[src/rtl/alu_sequencer.sv]
// Multi-cycle sequencer for the shared ALU: latches an opcode and operands on start,
// holds the one-hot ALU control for an op-dependent number of cycles, then captures ZHI/ZLO.
module alu_sequencer #(
    parameter int BITS       = 32,
    parameter int MUL_CYCLES = 4,
    parameter int DIV_CYCLES = 8
) (
    input  logic              clock,
    input  logic              clear,
    input  logic              start,
    input  logic [3:0]        opcode,
    input  logic [BITS-1:0]   a_in,
    input  logic [BITS-1:0]   b_in,
    input  logic [2*BITS-1:0] alu_result,
    output logic [11:0]       ctrl_signal,
    output logic [BITS-1:0]   X,
    output logic [BITS-1:0]   Y,
    output logic [BITS-1:0]   zhi,
    output logic [BITS-1:0]   zlo,
    output logic              busy,
    output logic              done,
    output logic              err
);

    localparam int MAX_CYCLES = (MUL_CYCLES > DIV_CYCLES) ? MUL_CYCLES : DIV_CYCLES;
    localparam int CNT_W      = $clog2(MAX_CYCLES + 1);

    localparam logic [CNT_W-1:0] MUL_N = CNT_W'(MUL_CYCLES);
    localparam logic [CNT_W-1:0] DIV_N = CNT_W'(DIV_CYCLES);
    localparam logic [CNT_W-1:0] ONE_N = CNT_W'(1);

    localparam logic [3:0] OP_MUL = 4'd2;
    localparam logic [3:0] OP_DIV = 4'd3;

    typedef enum logic [1:0] {
        IDLE,
        EXEC,
        DONE
    } state_t;

    state_t           state_q;
    state_t           state_d;
    logic [3:0]       op_q;
    logic [CNT_W-1:0] cnt_q;
    logic [CNT_W-1:0] exec_len;
    logic             accept;
    logic             reject;
    logic             finish;

    assign accept = (state_q == IDLE) && start;
    assign reject = (opcode >= 4'd12) || ((opcode == OP_DIV) && (b_in == '0));
    assign finish = (state_q == EXEC) && (cnt_q == ONE_N);

    always_comb begin
        exec_len = ONE_N;
        case (opcode)
            OP_MUL:  exec_len = MUL_N;
            OP_DIV:  exec_len = DIV_N;
            default: exec_len = ONE_N;
        endcase
    end

    // State register
    always_ff @(posedge clock) begin
        if (clear) begin
            state_q <= IDLE;
        end else begin
            state_q <= state_d;
        end
    end

    // Next-state logic
    always_comb begin
        state_d = state_q;
        case (state_q)
            IDLE: begin
                if (start) begin
                    state_d = reject ? DONE : EXEC;
                end
            end
            EXEC: begin
                if (cnt_q == ONE_N) begin
                    state_d = DONE;
                end
            end
            DONE:    state_d = IDLE;
            default: state_d = IDLE;
        endcase
    end

    // Outputs: ctrl_signal is decoded from the latched op only while executing,
    // so it is all-zero outside EXEC and can never be multi-hot.
    always_comb begin
        ctrl_signal = '0;
        busy        = (state_q != IDLE);
        done        = (state_q == DONE);
        if (state_q == EXEC) begin
            for (int unsigned i = 0; i < 12; i++) begin
                if (op_q == 4'(i)) begin
                    ctrl_signal[i] = 1'b1;
                end
            end
        end
    end

    // Operand, result and counter registers
    always_ff @(posedge clock) begin
        if (clear) begin
            X     <= '0;
            Y     <= '0;
            zhi   <= '0;
            zlo   <= '0;
            err   <= 1'b0;
            op_q  <= '0;
            cnt_q <= '0;
        end else if (accept) begin
            X     <= a_in;
            Y     <= b_in;
            op_q  <= opcode;
            err   <= reject;
            cnt_q <= exec_len;
        end else if (state_q == EXEC) begin
            cnt_q <= cnt_q - ONE_N;
            if (finish) begin
                zhi <= alu_result[2*BITS-1:BITS];
                zlo <= alu_result[BITS-1:0];
                err <= 1'b0;
            end
        end
    end

endmodule
[config.mk]
export PLATFORM = sky130hd
export DESIGN_NAME = alu_sequencer
export DESIGN_NICKNAME = d
export VERILOG_FILES = /design/src/rtl/alu_sequencer.sv
export SDC_FILE = /design/constraint.sdc
export NUM_CORES = 1
export LEC_CHECK = 0
export CAP_MARGIN = 20
export CELL_PAD_IN_SITES_DETAIL_PLACEMENT = 1
export CELL_PAD_IN_SITES_GLOBAL_PLACEMENT = 1
export CORE_MARGIN = 2
export CORE_UTILIZATION = 24
export DETAILED_ROUTE_END_ITERATION = 8
export PLACE_DENSITY = 0.76
export SYNTH_ARGS = -nofsm -noshare
export SYNTH_HDL_FRONTEND = slang
export SYNTH_SLANG_ARGS = --single-unit
[constraint.sdc]
create_clock -name clock -period 1.4 [get_ports clock]
set_input_delay 0.21 -clock clock [delete_from_list [all_inputs] [get_ports clock]]
set_output_delay 0.21 -clock clock [all_outputs]
set_load 0.1 [all_outputs]
==> flow_summary.toml, run 1 <==
[synth]
synth.ff_latch_count = 139
synth_warnings = 0
syn-instance-count = 662
yosysSeqAreaShare_pct = 54.16
syn_area_um2 = 5137
synth_fp_nets = 799
syn_area_per_cell_um2 = 7.760
synth_cell_types = 32

[finish]
fin_area_um2 = 12850
nets = 1133
area_growth_pct = 150.1
layout-drive-gt1-share_pct = 57.04

[route]
drc = 0
antenna_left = 0
drt_iter0_markers = 138
wl_mm = 27.54
first_pass_iters = 4
vias = 6095
post_drt_wl_per_cell_um = 21.45
drt-vias-per-instance = 4.747

[floorplan]
num_io_pins = 278
die_h_um = 150.3
std_cell_rows = 53
dieArea_um2 = 22590
fp.coreArea_um2 = 21020
die_w_um = 150.3
initial_core_util_pct = 24.44

[critical_path]
cpPeakStageDelay_ns = 0.44
crit_chain = "nand2b_4 -> or3_4 -> nor3_4 -> buf_12"
worst_path_max_delay_cell = "or3_4"
worstSetupPathType = "flip-flop to primary output"
worstPathMaxFanout = 4
cp_num_buf_inv = 1
crit_path_start_kind = "flip-flop"
cp.required_ns = 1.19
crit_family = "simple AND/OR/NAND/NOR gates"
critPathCaptureType = "primary output"
arrival_ns = 1.70

[global_route]
grt_first_pass_wirelength_mm = 36.04
grt_pass1_vias = 6590
overflow = 0
track_usage_pct = 20.87
antenna_found_initial = 1
grt_max_degree = 37

[sta]
fin_crit_sh_pct = 136.5
slew_viol_final = 0
fin_ws_ns = -0.5115
slew_headroom_pct = 68.17
fmax_ghz = 0.5232
worst_pin_slew_ns = 0.4774
hold_viol = 0
tns_ns = -28.09
final.min_clock_period_ns = 1.911
skew_ns = 0.006933
setup_violations = 151
rsz0062_at_grt = "yes"

[run_status]
violations = "negative setup slack"
outcome = "finished, violations left"

[clocking]
ctsHtreeMaxLevel = 4
cts.clk_slew.worst_paths_ns = 0.06
cts.hold.buffers_added = 0
numCtsBuffers = 17
clk_latency_ns = 0.42
cts_tree = "yes"
clk_path_buf_depth = 2
cts_sinks = 139
cts-root-buf = "clkbuf_16"

[placement]
gp_congestion = 0.7540
placed_area_um2 = 10170
place_hpwl_mm = 15.79
io_buffers = 277

[power]
p_switching_mw = 5.285
power_frac_comb_pct = 37.0
p_per_area_nw_per_um2 = 1094
total_leakage_power_nw = 5.178
clkPwrFrac_pct = 31.0
pwr-share-seq_pct = 31.9
p_int_mw = 8.771
p_sw_share_pct = 37.60
ir_drop_mv = 0.7948

[run]
maxCapViolations = 0

[hold_path]
hp-class = "input port to flip-flop"
==> path summary, 6_finish.rpt <==
check | startpoint | end | slack (ns) | cells past startpoint
worst max-delay path | state_q[1] | ctrl_signal[0] | -0.51 | 4
worst min-delay path | b_in[14] | Y[14] | 0.11 | 3
worst max register to register | state_q[1] | cnt_q[3] | -0.29 | 6
worst min register to register | X[21] | X[21] | 0.50 | 2
==> worst min-delay path, delay by kind of cell <==
kind,cells,cell delay (ns)
AOI/OAI and AO/OA,1,0.05
and+or+nand+nor,1,0.07
buffers and inverters,1,0.15
==> cell usage in the layout, fill, tap and decap left out, types with 3 or more instances in the layout <==
cell,instances
a21oi_1,16
a21oi_2,119
buf_12,168
buf_4,32
buf_6,14
buf_8,3
clkbuf_16,26
clkdlybuf4s50_1,119
clkinvlp_4,5
dfxtp_1,133
dfxtp_2,6
dlygate4sd2_1,4
dlymetal6s2s_1,10
inv_6,3
nand2_1,122
nand2_2,50
nand2_4,98
nand2b_1,3
nor2_1,6
nor2_4,12
nor3_4,4
nor3b_4,3
nor4_2,7
o21ai_0,3
or3_4,4
==> synthesized netlist by cell type, drive strengths merged <==
master / number / share of area [%]
nand2: 270 / 20
dfxtp: 139 / 54
a21oi: 137 / 13
buf: 23 / 2.3
clkbuf: 23 / 1.7
nor2: 18 / 1.5
nor4: 7 / 1.3
nand2b: 5 / 0.66
nor3: 5 / 0.49
inv: 4 / 0.29
nor2b: 4 / 0.49
nor3b: 4 / 0.80
o21ai: 4 / 0.39
or3: 4 / 0.49
a31oi: 2 / 0.24
ha: 2 / 0.49
nand3: 2 / 0.19
nand3b: 2 / 0.29
nand4: 2 / 0.24
a21o: 1 / 0.15
o21bai: 1 / 0.15
o32a: 1 / 0.19
o32ai: 1 / 0.17
or4: 1 / 0.15
==> sequential cells by signal (all words and copies together), names as in the netlist <==
signal,count
X,32
Y,32
cnt_q,4
err,1
op_q,4
state_q,2
zhi,32
zlo,32
==> routing by layer <==
layer	up-vias	GRT usage [%]	routed length (um)
li1	2833	-	-
met1	2969	21.79	9703
met2	241	39.27	15340
met3	52	6.667	1655
met4	0	6.792	845
met5	-	0	0
==> area by class of cell <==
type                       count  area (um2)
fill                        2079        8170
timing repair buffer         361        5438
multi-input combinational    473        3711
sequential                   139        2790
clock buffer                  18       429.2
tap                          275       344.1
clock inverter                13       121.4
inverter                       4       15.01
antenna                        1       2.502
==> metrics by stage <==
step / worst slack, ns / power (mW) / instances / util [%] / hold WS, ns
3_5_place_dp: -0.5744 / 8.700 / 1219 / 48.38 / 0.4859
3_3_place_gp: -0.4959 / 8.625 / 1219 / 48.38 / 0.4782
5_1_grt: -0.5861 / 14.56 / 1284 / 61.13 / 0.09217
6_report: -0.5115 / 14.06 / 1284 / 61.13 / 0.1069
2_1_floorplan: -0.5562 / 6.762 / 662 / - / 0.3385
4_1_cts: -0.5522 / 13.53 / 1274 / 55.91 / 0.1901
==> logic make-up (layout without fill, tap and decap cells) <==
| family | Yosys count | count (layout) | synth area share [%] |
|---|---|---|---|
| AO/OA/AOI/OAI | 147 | 147 | 14.64 |
| flip-flops | 139 | 139 | 54.16 |
| other | 0 | 1 | 0 |
| AND/OR/NAND/NOR | 324 | 324 | 26.47 |
| adder cells (fa/ha/maj) | 2 | 2 | 0.4870 |
| buffers and inverters | 50 | 396 | 4.238 |
==> power groups by stage <==
stage	sequential (mW)	clock, mW	combinational, mW
final	4.49	4.36	5.21
after global routing	4.51	4.67	5.38
after CTS	4.47	4.43	4.63
after detailed placement	4.54	0	4.16
after global placement	4.52	0	4.10
after floorplan	5.95	0	0.812
==> repair_timing <==
| item | 4_1_cts | 5_1_grt |
|---|---|---|
| setup endpoints to repair | 88 | 151 |
| pin swaps | 86 | 155 |
| cloned | 10 | 9 |
| resized for setup | 174 | 276 |
| buffers inserted | 14 | 12 |
No activity file was read; power rests on OpenSTA's default activity.
==> run 2: changes to the inputs <==
--- a/config.mk
+++ b/config.mk
@@ -8,7 +8,7 @@
 export CAP_MARGIN = 20
 export CELL_PAD_IN_SITES_DETAIL_PLACEMENT = 1
 export CELL_PAD_IN_SITES_GLOBAL_PLACEMENT = 1
-export CORE_MARGIN = 2
+export CORE_MARGIN = 8
 export CORE_UTILIZATION = 24
 export DETAILED_ROUTE_END_ITERATION = 8
 export PLACE_DENSITY = 0.76
==> run 2 against run 1 <==
Compared with the run above:
- the flow still finishes with violations (negative setup slack)
- global-route usage is 1.0 points lower
- count of clock-buffer cells in the layout is 2 higher
- power is 1.6% higher
- critical endpoint unchanged
- largest power group unchanged
==> flow_summary.toml, run 2 (same netlist as run 1, synthesis figures left out) <==
[clocking]
cts-root-buf = "clkbuf_16"
clk_path_buf_depth = 2
cts.clk_slew.worst_paths_ns = 0.06
cts_sinks = 139
cts.hold.buffers_added = 0
clk_latency_ns = 0.42
numCtsBuffers = 17
cts_tree = "yes"
ctsHtreeMaxLevel = 4

[finish]
final_common_cell = "buf_12"
layout-drive-gt1-share_pct = 56.79
final_core_util_pct = 61.72
stdcell_count = 1291
diodes = 0
nets = 1140
fin_area_um2 = 12970
area_growth_pct = 152.6
layout_common_cells = "buf_12 (160), dfxtp_1 (133), clkdlybuf4s50_1 (133)"

[global_route]
grt-busiest-layer = "met2"
grt_max_degree = 36
grt_pass1_vias = 6706
grt_first_pass_wirelength_mm = 40.28
track_usage_pct = 19.84
met3_usage_pct = 7.036
antenna_found_initial = 0
met1_usage_pct = 20.80
met2_usage_pct = 36.52
overflow = 0

[floorplan]
dieArea_um2 = 26340
fp.coreArea_um2 = 21020
num_io_pins = 278
die_w_um = 162.3
die_h_um = 162.3
std_cell_rows = 53
initial_core_util_pct = 24.44

[sta]
hold_viol = 0
fin_crit_sh_pct = 136.7
rsz0062_at_grt = "yes"
setup_violations = 151
worst_pin_slew_ns = 0.5778
final.min_clock_period_ns = 1.914
skew_ns = 0.009298
slew_headroom_pct = 61.48
fin_ws_ns = -0.5135
tns_ns = -41.78
fmax_ghz = 0.5226
slew_viol_final = 0

[power]
ir_drop_mv = 0.7582
p_per_area_nw_per_um2 = 1101
power_mw = 14.29
total_leakage_power_nw = 4.793

[route]
wl_mm = 28.68
first_pass_iters = 4
drt_iter0_markers = 214
drt-vias-per-instance = 4.754
post_drt_wl_per_cell_um = 22.22
drc = 0
vias = 6137
antenna_left = 0

[placement]
placed_cells = 1217
io_buffers = 277
placed_area_um2 = 10120
gp_congestion = 0.7263
place_hpwl_mm = 16.87

[critical_path]
worstPathMaxFanout = 4
arrival_ns = 1.70
worstSetupPathType = "flip-flop to primary output"
critPathCaptureType = "primary output"
cp.required_ns = 1.19
crit_path_start_kind = "flip-flop"

[run]
maxCapViolations = 0

[hold_path]
hp-class = "input port to flip-flop"

[run_status]
outcome = "finished, violations left"
violations = "negative setup slack"
run 2: cell types whose count changed in the layout (fill, tap and decap cells not counted), moves of 7 or more:
cell | previous run | this run
buf_12 | 168 | 160
dlymetal6s2s_1 | 10 | 0
buf_16 | 2 | 14
nand2_2 | 50 | 43
clkdlybuf4s50_1 | 119 | 133
run 2: layout make-up:
cell class | count | area (um2)
fillers | 2045 | 8046
multi-input cells | 473 | 3712
inverters | 4 | 17.52
repair buffers | 368 | 5530
well taps | 275 | 344.1
flip-flops and latches | 139 | 2793
clock inverters | 12 | 141.4
clock buffers | 20 | 436.7
run 2: final timing paths:
| check | cells after the start | endpoint | slack, ns | from |
|---|---|---|---|---|
| worst min-delay path | 2 | zhi[17] | 0.29 | clear |
| worst max-delay path | 4 | ctrl_signal[0] | -0.51 | state_q[1] |
| worst min register to register | 2 | X[13] | 0.49 | X[13] |
| worst max register to register | 10 | cnt_q[3] | -0.42 | state_q[0] |
run 2: critical path: stages (launching register included):
cell      delay, ns
dfxtp_2        0.32
nand2b_4       0.14
or3_4          0.44
nor3_4         0.18
buf_12         0.20
run 2: routing by layer:
| layer | vias up | routed length, um |
|---|---|---|
| met5 | - | 0 |
| met4 | 0 | 569 |
| met3 | 36 | 1892 |
| met2 | 201 | 15770 |
| met1 | 3046 | 10450 |
| li1 | 2854 | - |
run 2: stage by stage:
step | setup slack (ns) | hold WS (ns)
2_1_floorplan | -0.5562 | 0.3385
3_3_place_gp | -0.4997 | 0.4782
3_5_place_dp | -0.5491 | 0.4869
4_1_cts | -0.5423 | 0.2599
5_1_grt | -0.5773 | 0.3057
6_report | -0.5135 | 0.2865
run 2: power breakdown:
group          switching (mW)  internal, mW
sequential              0.306          4.21
combinational            3.06          2.18
clock                    1.88          2.65
total                    5.25          9.04
run 2: timing repair:
| action | 4_1_cts | 5_1_grt |
|---|---|---|
| cloned | 18 | 3 |
| setup buffers | 19 | 10 |
| endpoints found under the setup margin | 91 | 151 |
| gates resized for setup | 225 | 217 |
| pin swaps | 129 | 103 |
